===== src/rtl/if_id_skid.sv =====
// if_id_skid: fetch-to-decode pipeline register with a 2-entry skid buffer and flush/hold control.
// Optional stall counter output stall_cnt_o enabled by defining IF_ID_SKID_PERF_EN.
module if_id_skid #(
  parameter int InstW = 32,
  parameter int AddrW = 32,
  parameter int HoldW = 3,
  parameter logic [InstW-1:0] NopInst = 32'h0000_0013,
  parameter logic [HoldW-1:0] HoldIf = 3'b010,
  parameter logic [HoldW-1:0] PipeClear = 3'b111
) (
  input  logic             clk_i,
  input  logic             rst_i,
  input  logic             valid_i,
  output logic             ready_o,
  input  logic [InstW-1:0] inst_i,
  input  logic [AddrW-1:0] inst_addr_i,
  input  logic [HoldW-1:0] hold_flag_i,
  output logic             valid_o,
  input  logic             ready_i,
  output logic [InstW-1:0] inst_o,
`ifdef IF_ID_SKID_PERF_EN
  output logic [31:0]      stall_cnt_o,
`endif
  output logic [AddrW-1:0] inst_addr_o
);
  typedef enum logic [1:0] {EMPTY = 2'd0, ONE = 2'd1, TWO = 2'd2} state_e;
  state_e state_q;
  logic [InstW-1:0] head_inst_q, skid_inst_q;
  logic [AddrW-1:0] head_addr_q, skid_addr_q;
  logic flush, blk, push, pop;
  assign flush = hold_flag_i == PipeClear;
  assign blk = (hold_flag_i >= HoldIf) && !flush;
  assign ready_o = state_q != TWO;
  assign valid_o = state_q == ONE || state_q == TWO;
  assign push = valid_i & ready_o;
  assign pop = valid_o & ready_i & ~blk;
  assign inst_o = valid_o ? head_inst_q : NopInst;
  assign inst_addr_o = head_addr_q;
  always_ff @(posedge clk_i or posedge rst_i) begin
    if (rst_i) begin
      state_q <= EMPTY;
      head_inst_q <= NopInst;
      head_addr_q <= '0;
      skid_inst_q <= '0;
      skid_addr_q <= '0;
    end else if (flush) begin
      state_q <= EMPTY;
    end else begin
      case (state_q)
        EMPTY: if (push) begin
          head_inst_q <= inst_i;
          head_addr_q <= inst_addr_i;
          state_q <= ONE;
        end
        ONE: if (push && pop) begin
          head_inst_q <= inst_i;
          head_addr_q <= inst_addr_i;
        end else if (push) begin
          skid_inst_q <= inst_i;
          skid_addr_q <= inst_addr_i;
          state_q <= TWO;
        end else if (pop) begin
          state_q <= EMPTY;
        end
        TWO: if (pop) begin
          head_inst_q <= skid_inst_q;
          head_addr_q <= skid_addr_q;
          state_q <= ONE;
        end
        default: state_q <= EMPTY;
      endcase
    end
  end
`ifdef IF_ID_SKID_PERF_EN
  logic [31:0] stall_cnt_q;
  assign stall_cnt_o = stall_cnt_q;
  always_ff @(posedge clk_i or posedge rst_i) begin
    if (rst_i) stall_cnt_q <= '0;
    else if (((valid_o & ~pop) | (valid_i & ~ready_o)) && stall_cnt_q != 32'hFFFF_FFFF)
      stall_cnt_q <= stall_cnt_q + 32'd1;
  end
`endif
endmodule


===== config.mk =====
export PLATFORM = sky130hd
export DESIGN_NAME = if_id_skid
export DESIGN_NICKNAME = d
export VERILOG_FILES = /design/src/rtl/if_id_skid.sv
export SDC_FILE = /design/constraint.sdc
export NUM_CORES = 1
export LEC_CHECK = 0
export BUFFER_PORTS_ARGS = -buffer_cell sky130_fd_sc_hd__buf_2
export CAP_MARGIN = 0
export CORE_UTILIZATION = 25
export DETAILED_ROUTE_END_ITERATION = 16
export GPL_ROUTABILITY_DRIVEN = 0
export GPL_TIMING_DRIVEN = 0
export SYNTH_ARGS = -nofsm -noshare
export SYNTH_HDL_FRONTEND = slang
export SYNTH_SLANG_ARGS = --single-unit

===== constraint.sdc =====
create_clock -name clk_i -period 10.7 [get_ports clk_i]
set_input_delay 2.14 -clock clk_i [delete_from_list [all_inputs] [get_ports clk_i]]
set_output_delay 2.14 -clock clk_i [all_outputs]
set_load 0.02 [all_outputs]

# Word-level counts from Yosys, hierarchy flattened
# Index checks and enable logic that the tools add are counted.
# W data, S select, Z words.
# op_classes
n_lt_le_gt_ge	1
eq_ne	11
mux	16
n_bitwise	6
n_reduce_logical	9
# op_table
op	n
$mux W32	7
$pmux W32 S3	2
$mux W2	6
$ne A3 B3 Y1 const B	3
$reduce_and A4 Y1	2
$ne A2 B2 Y1 const B	3
$pmux W2 S3	1
$reduce_and A5 Y1	1
$ne A4 B4 Y1 const B	1
$and A1 B1 Y1	3
$eq A3 B3 Y1 const B	1
$ge A3 B2 Y1 const B	1
$not A1 Y1	3
$reduce_bool A3 Y1	1
$eq A2 B1 Y1 const B	1
$eq A2 B2 Y1 const B	1
$logic_and A1 B1 Y1	2
$logic_not A2 Y1	1
$ne A2 B1 Y1 const B	1
$logic_not A1 Y1	1
$logic_or A1 B1 Y1	1
# totals
reg_bits	130
in_bits	71
output_inout_bits	66

# Logic depth before layout (Yosys ltp)
# Gate-level depths: netlist of run 1.
# depth
depth_word	10
depth_mapped	8
mapped_depth_nobuf	7

# Worst setup path before layout of run 1
# Ideal clock, no wire load.
# synth_path
path_kind	input-to-reg
start	in hold_flag_i[1]
end	reg head_inst_q[29]
arrival_time_ps	3836
required_ps	10575
setup_slack_ps	6740
stages	6
path_cell_list	or2_4 a211oi_2 o21ai_1 o41ai_4 buf_6 mux2_2
# synth_via
elab_chain_cells	8
elab_cells_between_ends	11
cone_classes	order compare: 1; eq/ne: 3; bitwise: 3; reduce/logical: 4
# synth_rtl
element	line_no	text
start: declaration	17	input logic [HoldW-1:0] hold_flag_i,
parallel branches: the longest is 7 deep, another holds $ge A3 B2 Y1	--	
$reduce_and A5 Y1 (no line) *	--	
end signal: assignment	42	head_inst_q <= NopInst;
end signal: assignment	56	head_inst_q <= inst_i;
end signal: assignment	66	head_inst_q <= skid_inst_q;
end: declaration	28	logic [InstW-1:0] head_inst_q, skid_inst_q;
# Every way passes the cells marked *.
# A chain may end at the register's enable or synchronous reset.

# Worst setup path in the final report of run 1
# layout_path
start	reg state_q[0]
end	out inst_o[26]
# layout_via
elab_chain_cells	3
elab_cells_between_ends	4
cone_classes	eq/ne: 2; mux: 1; reduce/logical: 1
# layout_rtl
element	line_no	text
start: declaration	27	state_e state_q;
start signal: assignment	41	state_q <= EMPTY;
start signal: assignment	47	state_q <= EMPTY;
start signal: assignment	53	state_q <= ONE;
$eq A2 B1 Y1 or $eq A2 B2 Y1 (tied branches)	34	assign valid_o = state_q == ONE || state_q == TWO;
$logic_or A1 B1 Y1 *	34	
$mux W32 *	37	assign inst_o = valid_o ? head_inst_q : NopInst;
end: declaration	20	output logic [InstW-1:0] inst_o,
# Every way passes the cells marked *; elsewhere a longest branch is shown, timed or not.

==> results of run 1 <==
report_power, final:
part | internal, mW | switching [mW]
registers | 0.757 | 0.109
clock network | 0.402 | 0.231
logic | 0.589 | 0.608
registers in the layout (all words and copies together), names as in the netlist:
| name | cells |
|---|---|
| skid_inst_q | 32 |
| state_q | 2 |
| skid_addr_q | 32 |
| inst_addr_o | 32 |
| head_inst_q | 32 |
area by class of cell:
cell class / count / area (um^2) / area share (%)
Sequential cell: 130 / 3257 / 42.11
Multi-Input combinational cell: 249 / 2576 / 33.31
Timing Repair Buffer: 137 / 708.2 / 9.157
Clock buffer: 19 / 452.9 / 5.857
Tap cell: 319 / 399.1 / 5.161
Clock inverter: 13 / 183.9 / 2.378
Buffer: 22 / 127.6 / 1.650
Inverter: 5 / 23.77 / 0.3074
Antenna cell: 2 / 5.005 / 0.06471
final timing paths:
check | cells after the start | startpoint | slack [ns] | end
worst min-delay path | 1 | inst_addr_o[0] | 0.48 | inst_addr_o[0]
worst min register to register | 1 | inst_addr_o[0] | 0.48 | inst_addr_o[0]
worst max register to register | 7 | state_q[0] | 7.50 | skid_addr_q[5]
min in group asynchronous | 2 | rst_i | 1.78 | skid_addr_q[16]
max in group asynchronous | 3 | rst_i | 8.11 | head_inst_q[4]
worst max-delay path | 5 | state_q[0] | 6.33 | inst_o[26]
synthesized netlist by cell type:
cell type / n
a211o_1: 1
a211oi_2: 1
a21oi_1: 1
and2_1: 29
and3_1: 1
buf_6: 6
clkbuf_1: 16
dfrtp_1: 127
dfstp_2: 3
ha_1: 4
inv_1: 5
mux2_1: 10
mux2_2: 182
nand2_1: 1
nand2b_1: 4
nand3_1: 1
nand4_1: 1
nand4b_1: 1
nor2_1: 2
nor3_1: 1
o211a_1: 1
o211ai_1: 1
o21ai_1: 1
o31ai_1: 1
o41ai_4: 1
or2_4: 1
or4_1: 3
layer usage:
| layer | GRT usage, % | up-vias |
|---|---|---|
| met1 | 15.25 | 1915 |
| met5 | 0 | - |
| met3 | 3.988 | 16 |
| met4 | 4.622 | 2 |
| li1 | - | 1779 |
| met2 | 17.67 | 92 |
logic make-up (layout without fill, tap and decap cells):
family	count (synthesis)	after routing	synth area share, %
multiplexers	192	192	36.16
flip-flops	130	130	54.47
AND/OR/NAND/NOR	45	45	4.687
buffers and inverters	27	196	2.448
AO/OA/AOI/OAI	8	8	1.402
adder cells (fa/ha/maj)	4	4	0.8370
other	0	2	0
per-stage QoR:
| step | utilization, % | instance area [um^2] | hold WS (ns) |
|---|---|---|---|
| final | 32.95 | 7734 | 0.4789 |
| after global routing | 32.94 | 7731 | 0.4995 |
| after floorplan | - | 5979 | 0.4489 |
| after detailed placement | 30.21 | 7092 | 0.4691 |
| after global placement | 30.07 | 7059 | 0.4625 |
| after CTS | 32.93 | 7729 | 0.4820 |
==> key figures, run 1 <==
Outcome
  • Status: completed

Yosys
  • Synth area leader: dfrtp_1
  • Cells after synthesis: between 400 and 500
  • #FFs+latches synth: 130
  • Synth warnings: 0
  • Post-synth top area share: 53.15%
  • Net Count, Synth: around 480
  • Count of unique library cells instantiated by Yosys: 27
  • Synth area leaders: dfrtp_1 (53%), mux2_2 (34%), and2_1 (3.0%)
  • Mapped Avg Cell Area: 14.73 um^2
  • Sequential fraction of the synthesis area: 54.47%
  • Post-Syn Area: between 5000 and 6000 um^2

Global route
  • Total grt overflow: 0
  • Vias in the first global route: 3,838
  • Tot GR Track Use: 11.69%
  • Largest net degree at the start of global routing: 75
  • First-pass GRT wire length: 21.42 mm
  • Initial antenna violation count: 3

Critical path
  • Max incr delay on CP: 0.55 ns
  • Worst path top cell family by delay: buffers and inverters
  • Data required, critical path: 8.56 ns
  • WP buf/inv: 3
  • Critical Path Fanout Max: 10
  • Critical Path AT: 2.23 ns
  • CP endpoint kind: primary output
  • WS Path Type: reg -> out
  • Crit-path slowest cell: ha_1
  • Critical path, cell by cell: inv_1 -> ha_1 -> clkbuf_1 -> and2_1 -> buf_2
  • Startpoint Class: flop

Floorplanning
  • Top Ports: 137
  • Die Ht: 156.7 um
  • Chip Width: 156.7 um
  • Die area: 24,540 um^2
  • Cell Rows: 56
  • Initial Utilization: 25.47%
  • CORE AREA: 23,470 um^2

Placement
  • IO buf count: ~140
  • Placed cells: 862
  • Detailed Place HPWL: 9.253 mm
  • Place WS: 5.928 ns

Timing
  • Minimum clock period: 4.371 ns
  • Clk_skew: 0.006672 ns
  • Final period util: roughly two fifths
  • Setup violators final: 0
  • Final setup margin: 6.329 ns
  • F_max: 0.2288 GHz
  • Max Slew Vio Count: 0
  • Final TNS setup: 0 ns
  • Hold Violations, Final: 0
  • RSZ-0062 raised after global routing: false
  • Worst-Margin Slew: 1.083 ns
  • Worst slew margin relative to its limit: 27.56%

Detailed routing
  • Routed WL: between 10 and 15 mm
  • Wire per inst: 15.12 um
  • Routed wl met3: 771 um
  • DR WL met2: 6.228 mm
  • DRC viols: 0
  • Initial drt markers: approximately 110
  • Post-route antenna net violation count: 0
  • Top Metal Used: met5
  • DR pass1 iterations: 4
  • Vias per inst: 4.246
  • Via count of the routed design: 3,804
  • Met1 wire length: 6.375 mm

Clock tree
  • Clock Pin Slew Worst Setup and Hold Paths: 0.06 ns
  • H-tree depth reported by CTS: 4
  • Hold_buf cts: 0
  • Worst-Skew Late Latency: between 0.4 and 0.5 ns
  • Post CTS Setup Buffer Count: 0
  • CTS tree: done
  • Root buf cell: clkbuf_16
  • Number of CTS-inserted buffers: 17
  • Number of clock sinks: 130
  • Post-CTS Resized: 0
  • CTS Buffer Depth: 2

Final layout
  • Layout Cells excl Fill: roughly 900
  • Most frequent cells in the layout: mux2_2 (182), buf_2 (136), dfrtp_1 (127)
  • Share of cells above drive strength 1: between 60% and 70%
  • Final net count: 637
  • Commonest non-fill, non-tap cell in the layout: mux2_2
  • Fillers: 2,351
  • Area grow syn2layout: 29.34%

Power
  • LEAKAGE: 3.361 nW
  • Final Power: 2.697 mW
  • Max IR drop VDD: 0.09902 mV
  • Power per Cell Area: 348.7 nW/um^2

Worst hold path
  • Worst hold path class: reg -> reg

Run
  • Maximum capacitance violations: 0
(Power assumes the default switching activity.)
==> run 2: changes to the inputs <==
Clock period 10.7 ns to 3.6 ns, I/O delays scaled along.
==> key figures, run 2 (synthesis gave the netlist of run 1 again) <==
Critical path
  • Worst reg2reg path endpoint: skid_addr_q[5]
  • Worst-case reg-to-reg path depth: 7
  • WS Path Type: reg -> reg
  • CP endpoint kind: flop
  • Data required, critical path: 3.89 ns
  • Startpoint Class: flop
  • Critical Path Fanout Max: 10
  • R2R setup slack: 0.42 ns
  • Origin of the critical flop-to-flop path: state_q[0]
  • Critical Path AT: 3.48 ns

Clock tree
  • CTS tree: done
  • Post CTS Setup Buffer Count: 0
  • Number of clock sinks: 130
  • Worst-Skew Late Latency: roughly 0.41 ns
  • H-tree depth reported by CTS: 4
  • Root buf cell: clkbuf_16
  • Clock Pin Slew Worst Setup and Hold Paths: 0.06 ns
  • Number of CTS-inserted buffers: 17
  • Hold_buf cts: 0
  • CTS Buffer Depth: 2
  • Post-CTS Resized: 0

Timing
  • Final period util: 88.42%
  • Hold_ws: ~0.24 ns
  • F_max: about 0.31 GHz
  • Max Slew Vio Count: 0
  • Clk_skew: 0.008090 ns
  • Worst slew margin relative to its limit: between 30% and 40%
  • Setup violators final: 0
  • Final TNS setup: 0 ns
  • RSZ-0062 raised after global routing: false
  • Minimum clock period: between 3 and 4 ns
  • Hold Violations, Final: 0
  • Worst-Margin Slew: 1.039 ns

Final layout
  • Share of cells above drive strength 1: 62.28%
  • Area grow syn2layout: 28.94%
  • Fillers: approximately 2,400
  • Final net count: 640
  • Commonest non-fill, non-tap cell in the layout: mux2_2
  • Most frequent cells in the layout: mux2_2 (182), buf_2 (136), dfrtp_1 (127)
  • Final instance area: 7710 um^2
  • Final Core Density: 32.85%

Power
  • NetSw: 2.747 mW
  • Flop pwr share: about a third
  • Max IR drop VDD: approximately 0.33 mV
  • Sw Ratio: 35.18%
  • Final Power: just under 8 mW
  • Logic pwr share: around 46%
  • Clk pwr share: between 20% and 30%
  • LEAKAGE: 3.349 nW
  • Internal power: just over 5 mW
  • Power per Cell Area: 1013 nW/um^2

Floorplanning
  • Initial Utilization: between 20% and 30%
  • Cell Rows: 56
  • Die Ht: approximately 160 um
  • Top Ports: 137
  • CORE AREA: 23,470 um^2
  • Die area: 24,540 um^2
  • Chip Width: 156.7 um

Detailed routing
  • Initial drt markers: 88
  • Post-route antenna net violation count: 0
  • Vias per inst: 4.209
  • DRC viols: 0
  • Via count of the routed design: 3,784
  • DR pass1 iterations: 4
  • Routed WL: 13.40 mm
  • Wire per inst: 14.91 um

Global route
  • Initial antenna violation count: 2
  • Total grt overflow: 0
  • Largest net degree at the start of global routing: 33
  • Vias in the first global route: 3,967
  • First-pass GRT wire length: 21.55 mm
  • Tot GR Track Use: 11.72%

Worst hold path
  • Worst hold path class: in -> async

Placement
  • Detailed Place HPWL: between 9 and 10 mm
  • Placed cell area: between 7000 and 8000 um^2
  • IO buf count: 136

Outcome
  • Status: completed

Run
  • Maximum capacitance violations: 0
## run 2: cell types whose count changed in the layout (fill, tap and decap cells not counted), sizes merged
cell / delta
clkbuf: +7
inv: -1
buf: +3
bufinv: -2
clkinvlp: -1
clkinv: -3
## run 2: how the worst max path moves through the flow
stage                          start               to  cells after the start
after floorplan           state_q[0]  head_inst_q[29]                      8
after global routing      state_q[0]  head_inst_q[10]                      8
after global placement         rst_i  skid_inst_q[12]                      2
final                     state_q[0]   skid_addr_q[5]                      7
after detailed placement  state_q[0]   skid_addr_q[5]                      7
after CTS                 state_q[0]   skid_addr_q[2]                      7
## run 2: power groups by stage
stage | Combinational (mW) | Clock [mW] | Sequential [mW]
2_1_floorplan | 2.42 | 0 | 2.76
3_3_place_gp | 3.59 | 0 | 2.57
3_5_place_dp | 3.65 | 0 | 2.60
4_1_cts | 3.65 | 1.75 | 2.58
5_1_grt | 3.87 | 1.81 | 2.68
6_report | 3.56 | 1.67 | 2.58
## run 2: critical path: stages (launching register included)
cell and delay, ns:
dfrtp_1 0.39, inv_1 0.08, ha_1 0.49, nand2_1 0.18, a21oi_1 0.07, nor2_1 0.76, clkbuf_1 0.67, mux2_2 0.41
## run 2: cell type report
cell class | instances | area, um^2 | area share, %
clock inverters | 6 | 82.58 | 1.071
inverters | 5 | 22.52 | 0.2921
flip-flops and latches | 130 | 3257 | 42.24
clock buffers | 26 | 479.2 | 6.216
well taps | 319 | 399.1 | 5.177
repair buffers | 140 | 760.7 | 9.867
diodes | 2 | 5.005 | 0.06491
multi-input cells | 249 | 2576 | 33.41
plain buffers | 22 | 127.6 | 1.655
## run 2: stage by stage
step	setup slack [ns]	std cells
floorplan	1.002	406
global placement	0.1797	861
detailed placement	0.2724	865
CTS	0.2571	897
global route	0.1168	898
finish	0.4167	899
## run 2: per-layer routing
layer  up-vias  global-route usage [%]  part of all wire (%)
li1       1779                       -                     -
met1      1890                   14.46                    45
met2       101                   18.56                    47
met3        14                   4.154                   6.5
met4         0                   4.715                   1.8
met5         -                       0                     0
==> run 3: changes to the inputs <==
Settings changed: ABC_AREA set to 1.
==> key figures, run 3 <==
Clock tree
  • Number of clock sinks: 130
  • Number of CTS-inserted buffers: 17
  • Post-CTS Resized: 0
  • Hold_buf cts: 0
  • Clock Pin Slew Worst Setup and Hold Paths: 0.06 ns
  • Root buf cell: clkbuf_16
  • CTS tree: done
  • H-tree depth reported by CTS: 4
  • Worst-Skew Late Latency: 0.42 ns
  • CTS Buffer Depth: 2
  • Post CTS Setup Buffer Count: 0

Detailed routing
  • Wire per inst: about 14 um
  • Post-route antenna net violation count: 0
  • Via count of the routed design: 5,177
  • Met1 wire length: 8.281 mm
  • DR WL met2: a little under 8 mm
  • Initial drt markers: 232
  • Routed wl met3: 709 um
  • Vias per inst: 4.199
  • Top Metal Used: met4
  • DRC viols: 0
  • DR pass1 iterations: 5
  • Routed WL: approximately 17 mm

Critical path
  • Critical path, cell by cell: inv_1 -> ha_1 -> buf_2 -> clkbuf_1 -> nand2_1 -> inv_1 -> buf_2
  • Crit-path slowest cell: clkbuf_1
  • CP endpoint kind: primary output
  • Critical Path AT: between 2 and 2.5 ns
  • Max incr delay on CP: around 0.52 ns
  • R2R setup slack: 1.29 ns
  • Worst path top cell family by delay: buffers and inverters
  • WP buf/inv: 5
  • WS Path Type: reg -> out
  • Startpoint Class: flop
  • Data required, critical path: 2.88 ns
  • Critical Path Fanout Max: 10

Timing
  • RSZ-0062 raised after global routing: false
  • Worst slew margin relative to its limit: 55.66%
  • Setup violators final: 0
  • Minimum clock period: roughly 3.1 ns
  • Max Slew Vio Count: 0
  • Hold Violations, Final: 0
  • F_max: 0.3251 GHz
  • Worst-Margin Slew: 0.6637 ns
  • Clk_skew: 0.01011 ns
  • Final TNS setup: 0 ns
  • Final period util: a little under nine tenths

Yosys
  • Sequential fraction of the synthesis area: 52.54%
  • Count of unique library cells instantiated by Yosys: 21
  • Post-Syn Area: 6198 um^2
  • Synth async-reset ratio: 100.0%
  • Commonest cells in the netlist: nand2_1 (240), dfrtp_1 (127), inv_1 (106)
  • Post-synth top area share: between 50% and 60%
  • Dominant synthesized flop cell: dfrtp_1
  • Net Count, Synth: 812
  • #FFs+latches synth: 130
  • Top-count cell post-synth: nand2_1
  • EDFF count, synth: 0
  • Cells after synthesis: around 740
  • Synth area leaders: dfrtp_1 (51%), nand2_1 (15%), o21ai_2 (9.0%)
  • Synth area leader: dfrtp_1
  • Mapped Avg Cell Area: 8.410 um^2
  • Synth warnings: 0

Power
  • Internal power: ~4.8 mW
  • Logic pwr share: 46.8%
  • Sw Ratio: between 40% and 50%
  • LEAKAGE: 4.367 nW
  • NetSw: 3.571 mW
  • Max IR drop VDD: approximately 0.32 mV
  • Flop pwr share: 30.7%
  • Power per Cell Area: between 1000 and 1500 nW/um^2
  • Clk pwr share: between 20% and 30%

Floorplanning
  • Die area: approximately 25,000 um^2
  • Initial Utilization: between 20 and 30%
  • Die Ht: 159.5 um
  • Top Ports: 137
  • CORE AREA: approximately 24,000 um^2
  • Cell Rows: 57
  • Chip Width: 159.5 um

Final layout
  • Share of cells above drive strength 1: a little under a third
  • Final instance area: 7988 um^2
  • Fillers: 2,553
  • Sequential cell area: about 3300 um^2
  • Area grow syn2layout: 28.87%
  • Final net count: 970
  • Area of the multi-input gates: 2238 um^2
  • Most frequent cells in the layout: nand2_1 (240), buf_2 (152), dfrtp_1 (127)
  • Commonest non-fill, non-tap cell in the layout: nand2_1

Placement
  • Detailed Place HPWL: between 10 and 15 mm
  • IO buf count: 136
  • Placed cell area: 7348 um^2

Global route
  • Initial antenna violation count: 1
  • Largest net degree at the start of global routing: between 40 and 50
  • First-pass GRT wire length: 27.77 mm
  • Tot GR Track Use: ~14%
  • Vias in the first global route: around 5,000
  • Total grt overflow: 0

Outcome
  • Status: completed

Run
  • Maximum capacitance violations: 0

Worst hold path
  • Worst hold path class: in -> async
[run 3: area by class of cell]
cell class | count | share of cell area [%]
flip-flops and latches | 130 | 40.77
multi-input cells | 452 | 28.02
repair buffers | 139 | 9.273
clock buffers | 19 | 5.670
inverters | 109 | 5.169
well taps | 324 | 5.075
plain buffers | 46 | 3.681
clock inverters | 13 | 2.303
diodes | 1 | 0.03133
[run 3: cell families after synthesis]
family / after synthesis / synth area share [%]
and+or+nand+nor: 253 / 15.68
AOI/OAI and AO/OA: 195 / 19.62
buffers and inverters: 155 / 11.34
DFF: 130 / 52.54
adders and majority gates: 4 / 0.8075
[run 3: worst register-to-register path: stages, from the launching register on]
cell,delay (ns)
dfrtp_1,0.40
inv_1,0.08
ha_1,0.32
buf_2,0.22
nand2_1,0.10
inv_2,0.07
nand2_2,0.06
nand4_1,0.14
buf_2,0.31
buf_2,0.37
nand2_1,0.08
o21ai_1,0.09
[run 3: routing by layer]
metal,vias up,track usage [%]
met5,-,0
met4,0,5.769
met3,24,2.970
met2,142,21.91
met1,2400,19.37
li1,2611,-
[run 3: stage by stage]
step                cells  hold WS (ns)  setup slack (ns)  power, mW  util (%)
CTS                  1232        0.3931            0.3866      8.484     32.83
global placement     1197        0.4657            0.2604      6.487     29.97
global route         1233        0.4215            0.2483      9.008     32.84
finish               1233        0.3946            0.5242      8.337     32.84
detailed placement   1200        0.4640            0.8430      6.565     30.22
floorplan             737        0.4536             1.273      5.348         -
[run 3: final timing paths]
| path | startpoint | cells after the start | to |
|---|---|---|---|
| worst max-delay path | state_q[0] | 7 | inst_o[15] |
| worst min register to register | inst_addr_o[24] | 2 | inst_addr_o[24] |
| worst min-delay path | rst_i | 2 | inst_addr_o[3] |
| min in group clk_i | inst_addr_o[24] | 2 | inst_addr_o[24] |
| worst max register to register | state_q[0] | 11 | skid_addr_q[4] |
| max in group asynchronous | rst_i | 4 | skid_addr_q[30] |
[run 3: power groups by stage]
stage               registers (mW)  clock network, mW  logic (mW)
detailed placement            2.57                  0        3.99
CTS                           2.56               1.93        4.00
floorplan                     2.72                  0        2.63
global route                  2.64               1.99        4.38
finish                        2.56               1.88        3.90
global placement              2.55                  0        3.93
